<file path="config.mk">
export PLATFORM = sky130hd
export DESIGN_NAME = opcode_decode_stage
export DESIGN_NICKNAME = d
export VERILOG_FILES = /design/src/rtl/opcode_decode_stage.sv
export SDC_FILE = /design/constraint.sdc
export NUM_CORES = 1
export LEC_CHECK = 0
export BUFFER_PORTS_ARGS = -buffer_cell sky130_fd_sc_hd__buf_2
export CORE_AREA = 2 2 56 58
export DETAILED_ROUTE_END_ITERATION = 10
export DIE_AREA = 0 0 58 60
export GPL_ROUTABILITY_DRIVEN = 0
export PLACE_DENSITY = 0.76
export SYNTH_ARGS = -nofsm -noshare
export SYNTH_HDL_FRONTEND = slang
export SYNTH_SLANG_ARGS = --single-unit
</file>
<file path="constraint.sdc">
create_clock -name clk -period 4 [get_ports clk]
set_input_delay 0.2 -clock clk [delete_from_list [all_inputs] [get_ports clk]]
set_output_delay 0.2 -clock clk [all_outputs]
set_load 0.05 [all_outputs]
</file>
<file path="src/rtl/opcode_decode_stage.sv">
// Decode stage: 3-bit opcode -> one-hot function code, 1-cycle latency, 2-entry skid so in_ready is registered.
// Optional OPC_PARITY_EN adds even-parity checking on the input; bad-parity ops are dropped and flagged.
module opcode_decode_stage #(
  parameter int CNT_W = 16
) (
  input  logic             clk,
  input  logic             rst_n,
  input  logic             flush,
  input  logic             in_valid,
  output logic             in_ready,
  input  logic [2:0]       in_opcode,
`ifdef OPC_PARITY_EN
  input  logic             in_parity,
  output logic             parity_err,
`endif
  output logic             out_valid,
  input  logic             out_ready,
  output logic [7:0]       out_func_code,
  output logic [2:0]       out_opcode,
  output logic [CNT_W-1:0] op_count
);

  // bit0 = main register valid, bit1 = skid register valid
  localparam logic [1:0] ST_EMPTY = 2'b00;
  localparam logic [1:0] ST_ONE   = 2'b01;
  localparam logic [1:0] ST_TWO   = 2'b11;

  logic [1:0] state;
  logic [1:0] state_nxt;
  logic [2:0] main_op;
  logic [2:0] skid_op;
  logic       accept;
  logic       transfer;
  logic       load;

  assign accept   = in_valid & in_ready;
  assign transfer = out_valid & out_ready;

`ifdef OPC_PARITY_EN
  logic par_bad;
  assign par_bad = ^{in_opcode, in_parity};
  assign load    = accept & ~par_bad;

  always_ff @(posedge clk or negedge rst_n) begin
    if (!rst_n) begin
      parity_err <= 1'b0;
    end else begin
      parity_err <= accept & par_bad;
    end
  end
`else
  assign load = accept;
`endif

  // in_ready comes straight from the skid-valid flop, never from out_ready
  assign in_ready      = ~state[1];
  assign out_valid     = state[0];
  assign out_opcode    = main_op;
  assign out_func_code = out_valid ? (8'b1 << main_op) : 8'h00;

  always_comb begin
    state_nxt = state;
    case (state)
      ST_EMPTY: if (load) state_nxt = ST_ONE;
      ST_ONE: begin
        if (load && !transfer)      state_nxt = ST_TWO;
        else if (!load && transfer) state_nxt = ST_EMPTY;
      end
      ST_TWO:   if (transfer) state_nxt = ST_ONE;
      default:  state_nxt = ST_EMPTY;
    endcase
    if (flush) state_nxt = ST_EMPTY;
  end

  always_ff @(posedge clk or negedge rst_n) begin
    if (!rst_n) begin
      state    <= ST_EMPTY;
      main_op  <= 3'b000;
      skid_op  <= 3'b000;
      op_count <= '0;
    end else begin
      state <= state_nxt;
      case (state)
        ST_EMPTY: if (load) main_op <= in_opcode;
        ST_ONE: begin
          if (load && transfer)  main_op <= in_opcode;
          if (load && !transfer) skid_op <= in_opcode;
        end
        ST_TWO:   if (transfer) main_op <= skid_op;
        default:  ;
      endcase
      // a transfer in the flush cycle has already left the stage, so it counts
      if (transfer) op_count <= op_count + 1'b1;
    end
  end

endmodule
</file>
==> results.sh <==
export IMPL_drt_iter0_drc=34
export IMPL_start_util_pct=42.7
export IMPL_drc=0
export IMPL_critPathKind="flop to output port"
export IMPL_placed_cells=183
export IMPL_synth_adder_area_share_pct=5.05
export IMPL_cts_inserted_buffers=3
export IMPL_yosys_area_share_simple_pct=20.6
export IMPL_slew_violations=0
export IMPL_drt_pass1_iterations=4
export IMPL_period_needed_ns=1.84
export IMPL_syn_avg_cell_area_um2=10.8
export IMPL_cp_start_kind="flop"
export IMPL_rrSetupSlack_ns=2.28
export IMPL_nNetsFinal=169
export IMPL_synth_edf_count=0
export IMPL_cts_setup_buffers=0
export IMPL_grtUsageTotal_pct=14.8
export IMPL_cts_tree="done"
export IMPL_die_h_um=60
export IMPL_routedWlPerCell_um=13.0
export IMPL_post_cts_resize_count=0
export IMPL_crit_start="state[0]$_DFFE_PN0P_"
export IMPL_area_growth_pct=21.3
export IMPL_clock_latency_ns=0.31
export IMPL_rows=20
export IMPL_synth_nets=128
export IMPL_n_antenna_cell=0
export IMPL_synth_async_reset_ratio_pct=100
export IMPL_post_synth_inst_count=115
export IMPL_skew_ns=0.00230
export IMPL_synth_ff_type="dfrtp_1"
export IMPL_peakVddDrop_mv=0.466
export IMPL_fin_cells=188
export IMPL_finalInstanceArea_um2=1500
export IMPL_min_path_cells=2
export IMPL_antenna_found_initial=0
export IMPL_ys_top_cells_by_area="dfrtp_1, xnor2_1, ha_1"
export IMPL_htree_levels=1
export IMPL_yosysTopAreaCell="dfrtp_1"
export IMPL_drive_gt1_share_pct=30.3
export IMPL_fmax_ghz=0.544
export IMPL_yosysUniqueCellTypes=27
export IMPL_syn_area_um2=1240
export IMPL_synth_seq_area_share_pct=48.5
export IMPL_grt_ovfl_total=0
export IMPL_r2r_end="out_opcode[1]$_DFFE_PN0P_"
export IMPL_first_global_vias=945
export IMPL_tns_ns=0
export IMPL_synth_mux_area_share_pct=6.87
export IMPL_worst_pin_slew_ns=0.521
export IMPL_dpl_cell_area_um2=1460
export IMPL_grt_pass1_wl_mm=3.93
export IMPL_synth_seq_cells=24
export IMPL_min_period_over_period_pct=46.0
export IMPL_place_detailed_hpwl_mm=1.91
export IMPL_max_cap_violations=0
export IMPL_synth_commonest_cells="dfrtp_1, xnor2_1, nor2_1"
export IMPL_crit_end="out_func_code[0]"
export IMPL_final_setup_worst_slack_ns=2.16
export IMPL_dieArea_um2=3480
export IMPL_status="finished, final reports clean"
export IMPL_dieWidth_um=58
export IMPL_cts_root_buf="clkbuf_4"
export IMPL_cp_max_fo=10
export IMPL_synth_most_common_cell="dfrtp_1"
export IMPL_synth_compound_area_share_pct=6.46
export IMPL_io_buffers=36
export IMPL_final_util_pct=51.8
export IMPL_critical_path_required_ns=3.80
export IMPL_multi_input_area_um2=623
export IMPL_post_place_ws_ns=2.30
export IMPL_timing_rr_start="state[0]$_DFFE_PN0P_"
export IMPL_post_drt_via_cell_ratio=5.30
export IMPL_vias=996
export IMPL_hold_path_class="input port to flop"
export IMPL_clk_path_buf_depth=2
export IMPL_clock_sinks=24
export IMPL_power_density_nw_per_um2=651
export IMPL_yosys_area_share_xor_xnor_pct=11.3
export IMPL_ant_nets=0
export IMPL_setup_viol=0
export IMPL_worstSetupEndpointType="output port"
export IMPL_core_um2=2900
export IMPL_synth_top_family_by_area="simple AND/OR/NAND/NOR gates"
export IMPL_yosysWarningCount=0
export IMPL_grt_max_degree=25
export IMPL_fillers=268
export IMPL_yosysTopAreaCellShare_pct=48.5
export IMPL_maxSlewHeadroom_pct=65.3
export IMPL_ios=37
export IMPL_hold_ws_ns=0.0547
export IMPL_p_leak_nw=0.748
export IMPL_ff_latch_area_um2=601
export IMPL_reg2regPathDepth=6
export IMPL_cp_arrival_ns=1.64
export IMPL_clkTransAtPathRegs_ns=0.13
export IMPL_finalPower_mw=0.978
export IMPL_rsz0062_at_grt="no"
export IMPL_wl_mm=2.45
export IMPL_final_hold_violation_count=0
==> cell families after synthesis <==
logic type      count (synthesis)
buf+inv                         4
flops                          24
mux                             8
simple gates                   46
fa+ha+maj                       5
compound gates                 12
xor+xnor                       16
==> flip-flops by register name, indices dropped and copies added (netlist names) <==
register and cells:
skid_op 3, out_opcode 3, state 2, op_count 16
==> cells in the final DEF (no fill, tap or decap), drive strengths merged <==
cell	count
a41oi	1
a21oi	2
dfrtp	24
mux2	4
or2b	2
or2	1
nand4	3
nand2b	3
dlygate4sd3	1
o221ai	1
ha	5
nand3	10
nor3	2
xnor2	14
nand2	7
and4	1
o21ai	7
mux2i	4
clkbuf	4
buf	36
nor4	1
nor2b	2
and3	3
xor2	2
inv	3
a22o	1
nor2	11
==> power breakdown <==
group	switching (mW)	leakage, nW	internal (mW)
registers	0.0741	0.315	0.302
clock network	0.0728	0.0210	0.0557
logic	0.329	0.412	0.145
total	0.476	0.748	0.503
==> cell type report <==
type / instances / area share, %
clock buffers: 4 / 2.41
inverters: 3 / 0.749
repair buffers: 37 / 12.7
flip-flops and latches: 24 / 40.0
multi-input cells: 87 / 41.5
well taps: 33 / 2.75
==> layer usage <==
layer / vias up / wire length, um / GRT usage [%]
met5: - / 0 / 0
met4: 0 / 80 / 7.97
met3: 9 / 94 / 1.95
met2: 29 / 1180 / 26.5
met1: 480 / 1090 / 17.3
li1: 478 / - / -
==> worst min path at each step <==
stage                     start                       to  slack (ns)
after floorplan           rst_n  op_count[0]$_DFFE_PN0P_        -0.1
after global placement    rst_n  op_count[5]$_DFFE_PN0P_        0.20
after detailed placement  rst_n  op_count[6]$_DFFE_PN0P_        0.21
after CTS                 flush     state[1]$_DFFE_PN0P_        0.04
after global routing      flush     state[1]$_DFFE_PN0P_        0.06
final                     flush     state[1]$_DFFE_PN0P_        0.05
==> critical path: stages, from the launching register on <==
cell and delay [ns]:
dfrtp_1 0.59, or2b_1 0.31, nor3_1 0.13, buf_2 0.28
==> what timing repair did <==
action | CTS | global route
setup endpoints to repair | 0 | 0
hold buffers | 1 | 0
endpoints found under the hold margin | 24 | 0
Note: power is estimated with default switching activity, not from simulation.
